[src/rtl/sdram_pkg.sv]
// sdram_pkg: byte-lane encodings, write-entry layout and issue FSM states shared by the SDRAM download writer
package sdram_pkg;
  localparam logic [1:0] DS_HI = 2'b10;
  localparam logic [1:0] DS_LO = 2'b01;
  localparam logic [1:0] DS_W = 2'b11;
  typedef struct packed {
    logic [23:1] a;
    logic [1:0] ds;
    logic [15:0] d;
  } sdram_wr_t;
  typedef enum logic [1:0] {SYNC, IDLE, BUSY} wr_state_t;
endpackage

[src/rtl/sdram_dl_writer_if.sv]
// sdram_dl_writer_if: toggle req/ack write port between the download writer and one SDRAM controller port
interface sdram_dl_writer_if;
  logic req;
  logic ack;
  logic we;
  logic [23:1] a;
  logic [1:0] ds;
  logic [15:0] d;
  modport master (output req, we, a, ds, d, input ack);
  modport slave (input req, we, a, ds, d, output ack);
endinterface

[src/rtl/sync_fifo.sv]
// sync_fifo: single-clock FIFO with extra-MSB pointers; a push while full is taken only alongside a pop
module sync_fifo #(
  parameter int WIDTH = 8,
  parameter int DEPTH = 4
) (
  input  logic clk,
  input  logic rst_n,
  input  logic push,
  input  logic pop,
  input  logic [WIDTH-1:0] wdata,
  output logic [WIDTH-1:0] rdata,
  output logic full,
  output logic empty
);
  localparam int AW = $clog2(DEPTH);
  logic [AW:0] wp, rp;
  logic [WIDTH-1:0] mem [DEPTH];
  logic do_push, do_pop;
  assign empty = wp == rp;
  assign full = (wp[AW] != rp[AW]) && (wp[AW-1:0] == rp[AW-1:0]);
  assign do_pop = pop && !empty;
  assign do_push = push && (!full || do_pop);
  assign rdata = mem[rp[AW-1:0]];
  always_ff @(posedge clk or negedge rst_n)
    if (!rst_n) begin
      wp <= '0;
      rp <= '0;
    end else begin
      if (do_push) wp <= wp + 1'b1;
      if (do_pop) rp <= rp + 1'b1;
    end
  always_ff @(posedge clk)
    if (do_push) mem[wp[AW-1:0]] <= wdata;
endmodule

[src/rtl/sdram_dl_writer.sv]
// sdram_dl_writer: packs loader bytes into 16-bit SDRAM writes, buffers them and issues them over a toggle handshake
module sdram_dl_writer
  import sdram_pkg::*;
#(
  parameter int FIFO_DEPTH = 4
) (
  input  logic clk,
  input  logic init_n,
  input  logic dl_wr,
  input  logic [23:0] dl_addr,
  input  logic [7:0] dl_data,
  input  logic dl_end,
  output logic dl_wait,
  output logic dl_idle,
  output logic dl_overrun,
  sdram_dl_writer_if.master port
);
  wr_state_t state, state_n;
  sdram_wr_t push_w, head;
  logic push, pop, load, req_n, full, empty;
  logic pend_v, flush_req, even, same, drop, flush_go;
  logic [23:1] pend_a;
  logic [7:0] pend_d;
  sync_fifo #(.WIDTH($bits(sdram_wr_t)), .DEPTH(FIFO_DEPTH)) u_fifo (
    .clk(clk), .rst_n(init_n), .push(push), .pop(pop), .wdata(push_w),
    .rdata(head), .full(full), .empty(empty)
  );
  assign port.we = 1'b1;
  assign dl_wait = full;
  assign dl_idle = state == IDLE && empty && !pend_v && !flush_req;
  always_comb begin
    even = !dl_addr[0];
    same = pend_v && pend_a == dl_addr[23:1];
    flush_go = flush_req && !dl_wr && !full;
    drop = dl_wr && !even && pend_v && !same;
    push = dl_wr ? (even ? pend_v : !drop) : flush_go && pend_v;
    push_w = (dl_wr && !even)
      ? {same ? pend_a : dl_addr[23:1], same ? DS_W : DS_LO, same ? pend_d : 8'h00, dl_data}
      : {pend_a, DS_HI, pend_d, 8'h00};
  end
  always_ff @(posedge clk or negedge init_n)
    if (!init_n) begin
      pend_v <= 1'b0;
      pend_a <= '0;
      pend_d <= '0;
      flush_req <= 1'b0;
      dl_overrun <= 1'b0;
    end else begin
      if (dl_wr && even) {pend_v, pend_a, pend_d} <= {1'b1, dl_addr[23:1], dl_data};
      else if ((dl_wr && same) || flush_go) pend_v <= 1'b0;
      flush_req <= dl_end || (flush_req && !flush_go);
      if ((dl_wr && full) || drop || (push && full && !pop)) dl_overrun <= 1'b1;
    end
  // SYNC adopts the controller's ack phase so the first request after reset is never spurious
  always_comb begin
    state_n = state;
    req_n = port.req;
    load = 1'b0;
    pop = 1'b0;
    case (state)
      SYNC: begin
        req_n = port.ack;
        state_n = IDLE;
      end
      IDLE: if (!empty) begin
        load = 1'b1;
        req_n = !port.req;
        state_n = BUSY;
      end
      BUSY: if (port.ack == port.req) begin
        pop = 1'b1;
        state_n = IDLE;
      end
      default: state_n = SYNC;
    endcase
  end
  always_ff @(posedge clk or negedge init_n)
    if (!init_n) begin
      state <= SYNC;
      port.req <= 1'b0;
      port.a <= '0;
      port.ds <= '0;
      port.d <= '0;
    end else begin
      state <= state_n;
      port.req <= req_n;
      if (load) {port.a, port.ds, port.d} <= head;
    end
endmodule

[src/flat_wrapper.sv]
// flat-port wrapper written by rule: the top's interface ports become plain ports
module sdram_dl_writer_flat import sdram_pkg::*;
#(
  parameter int FIFO_DEPTH = 4
)
  (clk, init_n, dl_wr, dl_addr, dl_data, dl_end, dl_wait, dl_idle, dl_overrun, port_req, port_we, port_a, port_ds, port_d, port_ack);
  sdram_dl_writer_if port_i ();
  input  logic clk;
  input  logic init_n;
  input  logic dl_wr;
  input  logic [23:0] dl_addr;
  input  logic [7:0] dl_data;
  input  logic dl_end;
  output logic dl_wait;
  output logic dl_idle;
  output logic dl_overrun;
  output wire logic [$bits(port_i.req)-1:0] port_req;
  output wire logic [$bits(port_i.we)-1:0] port_we;
  output wire logic [$bits(port_i.a)-1:0] port_a;
  output wire logic [$bits(port_i.ds)-1:0] port_ds;
  output wire logic [$bits(port_i.d)-1:0] port_d;
  input wire logic [$bits(port_i.ack)-1:0] port_ack;
  assign port_req = port_i.req;
  assign port_we = port_i.we;
  assign port_a = port_i.a;
  assign port_ds = port_i.ds;
  assign port_d = port_i.d;
  assign port_i.ack = port_ack;
  sdram_dl_writer #(.FIFO_DEPTH(FIFO_DEPTH)) u_core (.clk(clk), .init_n(init_n), .dl_wr(dl_wr), .dl_addr(dl_addr), .dl_data(dl_data), .dl_end(dl_end), .dl_wait(dl_wait), .dl_idle(dl_idle), .dl_overrun(dl_overrun), .port(port_i));
endmodule
[config.mk]
export PLATFORM = sky130hd
export DESIGN_NAME = sdram_dl_writer_flat
export DESIGN_NICKNAME = d
export VERILOG_FILES = /design/src/rtl/sdram_pkg.sv /design/src/rtl/sdram_dl_writer_if.sv /design/src/rtl/sync_fifo.sv /design/src/rtl/sdram_dl_writer.sv /design/src/flat_wrapper.sv
export SDC_FILE = /design/constraint.sdc
export NUM_CORES = 1
export LEC_CHECK = 0
export BUFFER_PORTS_ARGS = -buffer_cell sky130_fd_sc_hd__buf_2
export CAP_MARGIN = 20
export CORE_ASPECT_RATIO = 0.75
export CORE_MARGIN = 2
export CORE_UTILIZATION = 35
export DETAILED_ROUTE_END_ITERATION = 12
export PLACE_DENSITY = 0.51
export SLEW_MARGIN = 20
export SYNTH_ARGS = -nofsm -noshare
export SYNTH_HDL_FRONTEND = slang
export SYNTH_SLANG_ARGS = --single-unit
[constraint.sdc]
create_clock -name clk -period 3.65 [get_ports clk]
set_input_delay 0.365 -clock clk [delete_from_list [all_inputs] [get_ports clk]]
set_output_delay 0.365 -clock clk [all_outputs]
set_load 0.01 [all_outputs]
Word level (Yosys, flattened, before mapping)
Memories as Yosys holds them, arrays and structs flattened. A register that Yosys moved wholly into a read port is not among the register bits.
Index checks and enable logic that the tools add are counted.

operators by class
  reductions and logical operators = 41
  multiplexer cells = 19
  add/subtract/negate cells = 2
  eq/ne operators = 9

operators with widths
  operator                                                         count
  41-bit two-way mux                                               1
  23-bit == test                                                   1
  23-bit two-way mux                                               1
  1-bit logical AND                                                19
  1-bit logical NOT                                                12
  1-bit two-way mux                                                11
  8-bit two-way mux                                                1
  3-bit by 1-bit adder with 3-bit output, second input constant    2
  2-bit two-way mux                                                3
  2-bit case mux with 3 select lines                               1
  1-bit logical OR                                                 5
  2-bit AND reduction                                              2
  2-bit nonzero test                                               2
  3-bit == test                                                    1
  2-bit by 1-bit == test with 1-bit output, second input constant  1
  2-bit == test                                                    1
  2-bit == test, second input constant                             1
  2-bit logical NOT                                                1
  2-bit by 1-bit != test with 1-bit output, second input constant  1
  2-bit != test, second input constant                             1
  1-bit case mux with 2 select lines                               1
  1-bit == test                                                    1
  1-bit != test                                                    1

storage, ports and cells
  register bits = 43
  word-level logic and storage cells = 81
  RAM bits = 164
  memories kept = 1
  output and inout port bits = 46

memories
  name               words  bits a word  rd ports  clocked after memory_dff  write ports  RTL line         source
  u_core.u_fifo.mem  4      41           1         1                         1            sync_fifo.sv:17  logic [WIDTH-1:0] mem [DEPTH];

Longest topological paths before layout
  depth after elaboration = 10
  mapped depth = 8
  mapped depth without buffers = 7

Modules after synthesis
A second synthesis with hierarchy kept.

second synthesis, totals
  cell total of the unflattened synthesis = 526
  area total of the unflattened synthesis = 9997.1 µm²

modules (own cells, without submodules)
  module           cells an instance  seq. area each (µm²)  area an instance (µm²)  instances
  sync_fifo        261                5074.9                6353.6                  1
  sdram_dl_writer  265                1951.9                3643.5                  1

Worst setup path after synthesis
No wires, ideal clock.

  path kind = reg-to-reg
  start point = register u_core.pend_a[5] (netlist bit)
  end point = memory u_core.u_fifo.mem[0][0] (netlist bit), enable pin
  path buffers = 1
  stages on the path, launching flop included = 8
  arrival = 2775 ps
  path slack = 473 ps
  setup time = 402 ps
  cell sequence = dfrtp_1 > xnor2_1 > nand4_1 > or4_1 > o21a_1 > buf_6 > a211oi_4 > and2_1

between the ends
  longest elaborated chain between the ends = 10

ends and longest elaborated chain
  element                                  RTL line               source
  start, declared                          sdram_dl_writer.sv:22  logic [23:1] pend_a;
  start signal, assigned                   sdram_dl_writer.sv:49  if (dl_wr && even) {pend_v, pend_a, pend_d} <= {1'b1, dl_addr[23:1], dl_data};
  23-bit == test                           sdram_dl_writer.sv:33  same = pend_v && pend_a == dl_addr[23:1];
  1-bit logical AND                        sdram_dl_writer.sv:33
  1-bit logical NOT                        sdram_dl_writer.sv:35  drop = dl_wr && !even && pend_v && !same;
  1-bit logical AND                        sdram_dl_writer.sv:35
  1-bit logical NOT                        sdram_dl_writer.sv:36  push = dl_wr ? (even ? pend_v : !drop) : flush_go && pend_v;
  1-bit two-way mux (2 in a row)           sdram_dl_writer.sv:36
  1-bit logical AND                        sync_fifo.sv:22        assign do_push = push && (!full || do_pop);
  1-bit two-way mux                        sync_fifo.sv:33        if (do_push) mem[wp[AW-1:0]] <= wdata;
  1-bit two-way mux (implied by the code)  sync_fifo.sv:33
  end, declared                            sync_fifo.sv:17

No other way between the ends.

Final worst setup path
  start point = register u_core.pend_a[20] (netlist bit)
  end point = memory u_core.u_fifo.mem[1][23] (netlist bit), enable pin

Same word-level chain as after synthesis.

==> flow_metrics.py <==
metrics = {
    "place": {
        "numPortBuffers": 81,
        "gp_congestion": 0.719,
        "dp_hpwl_um": 13100,
        "dp_cells": 977,
    },
    "final_layout": {
        "instances_no_fill": 1026,
        "antenna_cells": 0,
        "n_fill_cell": 2530,
        "final_util_pct": 42.2,
        "drive_above_1_share_pct": 40.9,
        "area_growth_pct": 18.6,
        "final_nets": 663,
    },
    "clock_network": {
        "cts_hold_buffers": 1,
        "clk_pin_slew_ps": 60,
        "cts_tree": "built",
        "cts_made_buffers": 26,
        "clkSinkCount": 248,
        "htree_num_levels": 1,
        "cts_buffer_depth": 3,
        "cts_resized": 0,
        "cts-root-buf": "clkbuf_16",
        "clk_latency_ps": 520,
        "postCtsSetupBuffers": 0,
    },
    "setup_path": {
        "path_max_fanout": 17,
        "worstPathArrival_ps": 3240,
        "setup.worst_path.start_class": "flip-flop",
        "worstSetupPathType": "flip-flop to flip-flop",
        "cp-end-kind": "flip-flop",
        "crit_required_ps": 3840,
    },
    "die": {
        "std_cell_rows": 53,
        "dieArea_mm2": 0.0298,
        "io_pins": 83,
        "core_mm2": 0.0280,
        "fp.dieW_um": 199,
        "initial_utilization_pct": 35.6,
        "die_h_um": 150,
    },
    "sta": {
        "slew_headroom_pct": 34.4,
        "fmax_mhz": 328,
        "rsz0062_at_grt": "no",
        "hold_viol_final": 0,
        "tightest_slew_ps": 984,
        "min_period_ps": 3040,
        "post-route-period-util_pct": 83.4,
        "setup_tns_ps": 0,
        "finalSetupViolCount": 0,
        "skew_ps": 11.7,
        "finalMaxSlewViolations": 0,
    },
    "synth": {
        "yosysSeqAreaShare_pct": 70.6,
        "synthFlopType": "edfxtp_1",
        "synth-seq-cells": 248,
        "synth-async-reset-ratio_pct": 33.9,
        "ys.warnings.count": 0,
        "synth_top_area_share_pct": 49.5,
        "yosys.area.top_type": "edfxtp_1",
        "yosysMostFrequentCell": "edfxtp_1",
        "synth_cell_types": 42,
        "syn_inst": 520,
        "synthesis.area_mm2": 0.00995,
        "netlist_top_cells_count": "edfxtp_1, dfrtp_1, mux2_2",
        "syn_avg_cell_area_um2": 19.1,
        "synth_area_leaders": "edfxtp_1, dfrtp_1, mux4_2",
        "synth_edf_count": 164,
        "synth_nets": 562,
    },
    "global_routing": {
        "antenna_found_initial": 0,
        "first_global_vias": 5172,
        "grt_overflow": 0,
        "grt_max_degree": 46,
        "track_usage_pct": 14.8,
        "grt_pass1_wl_um": 32700,
    },
    "detailed_routing": {
        "avgRoutedWirePerCell_um": 20.7,
        "drt-total-wl_um": 21300,
        "firstDrtPassIters": 4,
        "drt-initial-drc-count": 260,
        "viasPerCell": 4.85,
        "drc_errors": 0,
        "vias": 4971,
        "antenna_left": 0,
    },
    "pwr": {
        "powerDensity_mw_per_mm2": 847,
        "power.leakage_nw": 4.32,
        "ir_worst_vdd_v": 0.000384,
    },
    "run": {
        "drv_cap": 0,
    },
    "outcome": {
        "status": "complete, no violations",
    },
    "min_path": {
        "min_path_type": "input port to flip-flop",
    },
}
-- layout by cell type, fill, tap and decap left out, drive strengths merged, types with 8 or more instances in the layout --
master,n
xnor2,20
xor2,11
clkinv,10
buf,98
mux4,41
nor2b,8
clkbuf,33
edfxtp,164
dfrtp,84
and3,8
mux2,96
-- sequential cells by signal, indices dropped and copies added, names as in the netlist --
name	flops
u_core.pend_d	8
u_core.pend_v	1
u_core.state	2
u_core.dl_overrun	1
u_core.u_fifo.mem	164
u_core.port.req	1
u_core.u_fifo.rp	3
u_core.flush_req	1
u_core.pend_a	23
u_core.port.ds	2
u_core.port.d	16
u_core.port.a	23
u_core.u_fifo.wp	3
-- critical path, cell delays in order (launching register included) --
cell      delay, ps
dfrtp_1         400
xnor2_1         220
nand4_1         210
or4_1           600
o21a_2          390
a211oi_4        360
and2_2          230
buf_4           290
-- final cells by class --
class | instances | area, um2 | area share (%)
multi-input cells | 240 | 2790 | 23.6
flip-flops and latches | 248 | 7030 | 59.6
clock inverters | 15 | 193 | 1.63
well taps | 385 | 482 | 4.08
repair buffers | 99 | 583 | 4.94
clock buffers | 33 | 708 | 6.00
inverters | 6 | 22.5 | 0.191
-- cell families (layout without fill, tap and decap cells) --
| family | after synthesis | count (layout) | synth area share [%] |
|---|---|---|---|
| flip-flops | 248 | 248 | 70.6 |
| multiplexers | 138 | 138 | 20.2 |
| AND/OR/NAND/NOR | 47 | 47 | 2.75 |
| buffers and inverters | 32 | 153 | 1.53 |
| XOR/XNOR | 31 | 31 | 2.73 |
| AO/OA/AOI/OAI | 18 | 18 | 1.47 |
| adder cells (fa/ha/maj) | 5 | 5 | 0.629 |
| other | 1 | 1 | 0.0377 |
-- where the power goes --
| group | leakage (nW) | total [mW] | switching, mW | internal (mW) |
|---|---|---|---|---|
| sequential | 2.49 | 4.22 | 0.303 | 3.92 |
| combinational | 1.39 | 3.01 | 1.58 | 1.43 |
| clock | 0.442 | 2.77 | 1.05 | 1.72 |
| total | 4.32 | 10.0 | 2.93 | 7.07 |
-- per-layer routing --
| layer | wire, um | share of wire, % | GRT usage, % | vias up |
|---|---|---|---|---|
| li1 | - | - | - | 2225 |
| met1 | 10600 | 50 | 22.4 | 2606 |
| met2 | 9410 | 44 | 22.4 | 112 |
| met3 | 946 | 4.4 | 2.57 | 28 |
| met4 | 310 | 1.5 | 3.25 | 0 |
| met5 | 0 | 0 | 0 | - |
-- metrics by stage --
step                      total power [mW]  setup WS (ps)  hold slack [ps]  cell area, um2
after floorplan                       6.25            473             69.4            9950
after global placement                7.28            491              455           10900
after detailed placement              7.37            476              467           10900
after CTS                             10.2            567             50.0           11800
after global routing                  10.6            455             50.3           11800
final                                 10.0            605             53.8           11800
-- path summary, 6_finish.rpt --
| kind | start | end | slack [ps] | depth (start not counted) |
|---|---|---|---|---|
| setup / recovery | u_core.pend_a[20] | u_core.u_fifo.mem[1][23] | 610 | 7 |
| hold / removal | dl_end | u_core.flush_req | 50 | 2 |
| setup reg to reg | u_core.pend_a[20] | u_core.u_fifo.mem[1][23] | 610 | 7 |
| hold reg to reg | u_core.port.a[4] | u_core.port.a[4] | 490 | 1 |
| max in group asynchronous | init_n | u_core.pend_a[22] | 2430 | 3 |
| min in group asynchronous | init_n | u_core.port.a[2] | 430 | 2 |
Note: power is estimated with default switching activity, not from simulation.
